$ cat src/rtl/fetch_stall_controller.sv
// Fetch-stage sequencer: PC/IF-ID/ID-EX stall controls, I-cache miss refill FSM
// and saturating miss/stall performance counters.
module fetch_stall_controller #(
    parameter int unsigned BLOCK_WORDS = 4,
    parameter int unsigned CNT_W       = 16
) (
    input  logic                           clock,
    input  logic                           resetN,
    input  logic [31:0]                    fetchPc,
    input  logic                           cacheHit,
    input  logic                           loadUseHazard,
    input  logic                           branchTaken,
    output logic                           memReq,
    output logic [31:0]                    memAddr,
    input  logic                           memReady,
    input  logic [31:0]                    memData,
    output logic                           fillValid,
    output logic [$clog2(BLOCK_WORDS)-1:0] fillWord,
    output logic [31:0]                    fillData,
    output logic                           pcWrite,
    output logic                           ifidWrite,
    output logic                           ifidFlush,
    output logic                           idexBubble,
    output logic [CNT_W-1:0]               missCount,
    output logic [CNT_W-1:0]               stallCycles
);

    localparam int unsigned WordW = $clog2(BLOCK_WORDS);
    localparam int unsigned OffW  = WordW + 2;

    typedef enum logic [1:0] {StRun, StFill, StDone} state_e;

    state_e             r_state;
    logic [WordW-1:0]   r_beat;
    logic [31:0]        r_block_addr;
    logic               r_mem_req;
    logic [CNT_W-1:0]   r_miss_count;
    logic [CNT_W-1:0]   r_stall_cycles;

    logic w_beat_accept;
    logic w_last_beat;
    logic w_missing;
    logic w_pc_write;

    assign w_beat_accept = r_mem_req & memReady;
    assign w_last_beat   = (r_beat == WordW'(BLOCK_WORDS - 1));
    // Outside RUN the cache is still being refilled, so the fetched word is never usable.
    assign w_missing     = (r_state != StRun) || !cacheHit;

    always_comb begin
        w_pc_write = 1'b1;
        ifidWrite  = 1'b1;
        ifidFlush  = 1'b0;
        idexBubble = 1'b0;
        if (loadUseHazard) begin
            w_pc_write = 1'b0;
            ifidWrite  = 1'b0;
            idexBubble = 1'b1;
        end else if (branchTaken) begin
            ifidFlush  = 1'b1;
        end else if (w_missing) begin
            w_pc_write = 1'b0;
            ifidFlush  = 1'b1;
        end
    end

    always_ff @(posedge clock or negedge resetN) begin
        if (!resetN) begin
            r_state        <= StRun;
            r_beat         <= '0;
            r_block_addr   <= '0;
            r_mem_req      <= 1'b0;
            r_miss_count   <= '0;
            r_stall_cycles <= '0;
        end else begin
            if (!w_pc_write && (r_stall_cycles != {CNT_W{1'b1}})) begin
                r_stall_cycles <= r_stall_cycles + 1'b1;
            end
            case (r_state)
                StRun: begin
                    if (!cacheHit) begin
                        r_state      <= StFill;
                        r_block_addr <= {fetchPc[31:OffW], {OffW{1'b0}}};
                        r_beat       <= '0;
                        r_mem_req    <= 1'b1;
                        if (r_miss_count != {CNT_W{1'b1}}) begin
                            r_miss_count <= r_miss_count + 1'b1;
                        end
                    end
                end
                StFill: begin
                    // A taken branch does not cancel the refill; the block stays valid.
                    if (w_beat_accept) begin
                        r_beat <= r_beat + 1'b1;
                        if (w_last_beat) begin
                            r_state   <= StDone;
                            r_mem_req <= 1'b0;
                        end
                    end
                end
                StDone: begin
                    r_state <= StRun;
                end
                default: begin
                    r_state <= StRun;
                end
            endcase
        end
    end

    assign memReq      = r_mem_req;
    assign memAddr     = r_block_addr + {{(30 - WordW){1'b0}}, r_beat, 2'b00};
    assign fillValid   = w_beat_accept;
    assign fillWord    = r_beat;
    assign fillData    = memData;
    assign pcWrite     = w_pc_write;
    assign missCount   = r_miss_count;
    assign stallCycles = r_stall_cycles;

endmodule

$ cat config.mk
export PLATFORM = sky130hd
export DESIGN_NAME = fetch_stall_controller
export DESIGN_NICKNAME = d
export VERILOG_FILES = /design/src/rtl/fetch_stall_controller.sv
export SDC_FILE = /design/constraint.sdc
export NUM_CORES = 1
export LEC_CHECK = 0
export ABC_AREA = 1
export ABC_CLOCK_PERIOD_IN_PS = 1450
export BUFFER_PORTS_ARGS = -buffer_cell sky130_fd_sc_hd__buf_2
export CORE_ASPECT_RATIO = 0.9
export CORE_MARGIN = 2
export CORE_UTILIZATION = 32
export DETAILED_ROUTE_END_ITERATION = 10
export GPL_ROUTABILITY_DRIVEN = 1
export SLEW_MARGIN = 5
export SYNTH_ARGS = -nofsm -noshare
export SYNTH_HDL_FRONTEND = slang
export SYNTH_SLANG_ARGS = --single-unit
$ cat constraint.sdc
create_clock -name clock -period 1.45 [get_ports clock]
set_input_delay 0.0725 -clock clock [delete_from_list [all_inputs] [get_ports clock]]
set_output_delay 0.0725 -clock clock [all_outputs]
set_load 0.03 [all_outputs]
# == After elaboration in Yosys (flattened, before gate mapping) ==
# Index checks and enable logic that the tools add are counted.
# totals
output_inout_bits,104
elab_cells,50
reg_bits,65
# classes
n_eq_ne,7
addsub,4
reduce_logical,12
bitwise_logic,2
n_mux,19
# op_table
op,n
16-bit by 1-bit adder with 16-bit output (second input constant),2
32-bit by 4-bit adder with 32-bit output,1
16-bit inequality test (second input constant),2
1-bit 2-to-1 mux,11
2-bit 2-to-1 mux,5
3-bit AND reduction,3
2-bit one-hot mux with 2 select lines,2
2-bit inequality test (second input constant),3
4-bit AND reduction,1
2-bit nonzero test,2
2-bit by 1-bit adder with 2-bit output (second input constant),1
2-bit by 1-bit == test with 1-bit output (second input constant),1
2-bit == test (second input constant),1
1-bit logical NOT,2
2-bit logical NOT,1
1-bit one-hot mux with 2 select lines,1
2-bit AND reduction,1
1-bit AND,1
1-bit logical AND,1
1-bit logical OR,1
1-bit inverter,1

# == Longest topological paths before layout ==
# depth
ltp_word,7
depth_mapped,9

# == Least setup slack after synthesis ==
# Ideal clock, no wire load.
# synth_path
path_kind,flip-flop to flip-flop
from,"register r_miss_count[0], in the netlist missCount[0]"
to,"register r_miss_count[13], in the netlist missCount[13]"
t_arrival_ps,1579
stages_incl_launch_ff,10
required_ps,1332
setup_ps,118
setup_slack_ps,-247
path_cell_list,dfrtp_1 -> ha_1 -> nand3_2 -> inv_1 -> nand2_2 -> nor2_4 -> nor2_8 -> buf_6 -> nand2_1 -> nand2_1
# synth_via
elab_chain_cells,2
elab_cells_between_ends,3
classes_between,add/sub (1); eq/ne (1); reduce/logical (1)
# synth_lines
element,line,text
"start, declared",37,logic [CNT_W-1:0] r_miss_count;
"start signal, assigned",87,r_miss_count <= r_miss_count + 1'b1;
branches (longest 2 deep; another with 16-bit by 1-bit adder with 16-bit output),--,
# Parallel ways; which one is timed is not known.
# A chain may end at the register's enable or synchronous reset.

# == Final worst setup path ==
# layout_path
from,"register r_miss_count[1], in the netlist missCount[1]"
to,"register r_miss_count[10], in the netlist missCount[10]"
# Same word-level chain as after synthesis.

==> metrics list <==
- Share of synthesized area spent on multiplexers: 0%
* Global-route wire length before repair: 15.4 mm
- Maximum count of clock buffers along a single path: 2
- Count of endpoints failing setup in the final report: 0
- 174 I/O pins were placed.
- Count of non-filler cells in the finished layout: 780
* Number of nets still failing antenna checks after routing: 0
- The flow ran to the end, and the final reports show no timing, DRC or antenna violations.
- Post-synthesis compound-gate area fraction: between 3 and 4%
- Via count of the first global-routing pass: about 3300
- Effective utilization at floorplan: 33.2%
- After detailed routing, the number of remaining DRC violations is 0.
- Total standard cell area after synthesis: 3640 um2
* Kind of capture point of the worst setup path: flip-flop
- Number of storage elements in the synthesis netlist: 65
* Startpoint of the most critical setup path: missCount[1]
- Number of port buffers: 103
- In this run the critical register-to-register path is launched from missCount[1].
- Largest net degree at the start of global routing: 66
- Cell type of the slowest stage on the worst timing path: dfrtp_2
- In the final design database the tool counted 696 nets.
* CP arrival: 1.59 ns
* Vias per Instance: ~4.4
- Setup CP Type: flip-flop to flip-flop
* Setup slack at placement: -0.0454 ns
- CTS tree: done
- Post-synthesis xor/xnor area fraction: 2.65%
- Across every metal layer, demand over resource in global routing totals 15.9%.
- Crit path depth: 8
- Counting the fill cells in the layout gives 1067.
- # clock sinks: 65
- Average wire per cell in the routed design: ~12 um
- Static timing analysis puts the maximum clock frequency at 719 MHz.
* Post-synthesis simple-gate area fraction: between 30% and 40%
- The total overflow left after global routing is 0.
* Setup repair after global routing missed its margin: yes
* Launch instance of the worst min-delay path: memReady
* Final critical path time including I/O delays and setup: 1.39 ns
* Commonest cells after routing, fill and taps aside: nand2_1 (216), buf_2 (102), dfrtp_1 (47), buf_4 (36), inv_1 (32)
- Initial detailed-routing violation count: 133
* Final period utilization: 95.9%
* CP delay by family, top: flip-flops
- In this run, CTS created clock tree buffers numbering 9.
* Area growth from synthesis to final layout: 40.2%
* Die boundary height: 105 um
* Share of cells above drive strength 1: between 30% and 40%
- Final hold vios: 0
- The min-delay analysis places its worst path in the category primary input to flip-flop.
* Number of instances in the synthesized netlist: 483
- Top area cells in the synthesized netlist: dfrtp_1 (45%), nand2_1 (23%), buf_4 (7.6%)
* Leading area contributor after synthesis: dfrtp_1
- The wire-length estimate of the detail-placed layout is 6.47 mm.
- Between clock sinks in the finished design, the worst skew comes to 0.00801 ns.
- Path depth of the worst reg2reg path: 8
* Setup slack of the critical path after layout: 0.0589 ns
* Overall die area: 12200 um2
- Summed over its instances, the top area cell type makes up 44.7% of the synthesized netlist area.
- The design draws 0.00941 W.
* Average footprint of a synthesized cell: roughly 7.5 um2
* Highest cell delay on the worst timing path: ~0.43 ns
- Sequential elements use approximately 45% of the synthesized area.
- The first detailed-routing pass ran for 4 iterations.
- Number of antenna violations at the first check in global routing: 0
- Leaving out fill and tap cells, the most frequent cell in the layout is nand2_1.
* Maxcap violations: 0
- Synthesis Warnings: 0
- Final RePlAce weighted congestion: 0.823
- The worst-case IR drop observed on VDD is 1.01 mV.
- Die Wd: between 100 and 150 um
- Power density over cell area: 1840 nW/um2
- Data on the critical path is required at its endpoint by 1.65 ns.
* Standard-cell rows: 36
* Clock insertion delay at the later pin of the skew report: 0.32 ns
- Worst Hold Margin: about 0.11 ns
- In this run the standard cell core region covers 10900 um2.
* Startpoint type of the worst setup path: flip-flop
- # placed instances: approximately 720
- Clock-pin slew was measured on the worst setup and hold paths at 0.05 ns.
* Ant diodes: 0
* Maximum fanout along the worst path: 6
- Total leakage power: between 2 and 3 nW
* Ordered list of cells on the worst path: ha_4 -> nand3_4 -> inv_2 -> nand2_2 -> nor2_4 -> nor2_8 -> clkbuf_16 -> o21ai_0
* Largest family of logic cells by synthesized area: simple AND/OR/NAND/NOR gates
* Synth Area in Adders: 1.03%
- The clock tree synthesis step divided the H-tree into 3 levels.
* Distinct cells, synth: 26
- Count of buffer and inverter cells on the critical path: 2
* Count of vias placed by the detailed router: 3450
* Clk Tree Root Cell: clkbuf_16
- Final Max Tran Viols: 0
- Final WL: 9.62 mm
* Cell depth of the worst hold path: 4
[sequential cells by signal, indices dropped and copies added (netlist names)]
register / cells
missCount: 16
stallCycles: 16
memReq: 1
fillWord: 2
r_state: 2
r_block_addr: 28
[power by group]
part / switching, W / internal (W) / total [W]
Sequential: 0.000563 / 0.00249 / 0.00305
Combinational: 0.00281 / 0.00146 / 0.00426
Clock: 0.000752 / 0.00134 / 0.00209
[Yosys cell counts]
cell type / instances
buf_2: 2
buf_4: 37
buf_6: 3
clkbuf_1: 4
clkinv_2: 1
conb_1: 1
dfrtp_1: 65
ha_1: 3
inv_1: 33
inv_2: 4
nand2_1: 221
nand2_2: 3
nand2_4: 1
nand3_1: 19
nand3_2: 2
nand4_1: 10
nor2_1: 32
nor2_2: 3
nor2_4: 5
nor2_8: 1
o21ai_0: 15
o21ai_1: 1
o21ai_2: 5
o21ai_4: 1
xnor2_1: 6
xor2_1: 5
[layout make-up]
| type | instances | area [um2] | area share [%] |
|---|---|---|---|
| Timing Repair Buffer | 174 | 1200 | 23.6 |
| Clock buffer | 14 | 284 | 5.57 |
| Clock inverter | 2 | 10.0 | 0.196 |
| Inverter | 38 | 153 | 2.99 |
| Sequential cell | 65 | 1650 | 32.3 |
| Tap cell | 152 | 190 | 3.73 |
| Multi-Input combinational cell | 335 | 1610 | 31.6 |
[worst register-to-register path: cells and delay by family (launching register included)]
family                   cells  cell delay [ns]
AO/OA/AOI/OAI                1             0.07
adder cells (fa/ha/maj)      1             0.18
buffers and inverters        2             0.21
flip-flops                   1             0.43
AND/OR/NAND/NOR              4             0.39
[per-stage QoR]
step	cell area [um2]	TNS, ns	util, %
after floorplan	3680	-0.0591	-
after global placement	4320	-0.0460	39.5
after detailed placement	4320	-0.405	39.5
after CTS	4950	-0.0398	45.2
after global routing	5100	-0.0744	46.6
final	5100	0	46.6
[per-layer routing]
layer,share of wire [%],vias up,GRT usage (%)
li1,-,1731,-
met3,5.2,35,3.25
met2,47,106,24.3
met4,2.6,0,7.48
met1,45,1578,21.3
met5,0,-,0
[kinds of logic (layout without fill, tap and decap cells)]
family | after synthesis | after routing
buffers and inverters | 84 | 228
xor gates and xnor gates | 11 | 11
AOI/OAI and AO/OA | 22 | 22
DFF | 65 | 65
other | 1 | 2
and+or+nand+nor | 297 | 297
adders and majority gates | 3 | 3
[repair_timing]
action | 4_1_cts | 5_1_grt
pin swaps | 1 | 5
buffers inserted | 3 | 7
resized for setup | 3 | 28
gates cloned | 0 | 1
endpoints found under the setup margin | 28 | 33
hold buffers | 29 | 0
endpoints found under the hold margin | 93 | 0
[worst paths after layout]
check,endpoint,slack [ns]
worst max-delay path,missCount[10],0.06
worst min-delay path,r_state[0],0.11
worst max register to register,missCount[10],0.06
worst min register to register,r_block_addr[25],0.47
max in group asynchronous,stallCycles[9],0.83
min in group asynchronous,r_block_addr[4],0.31
Note: power is estimated with default switching activity, not from simulation.
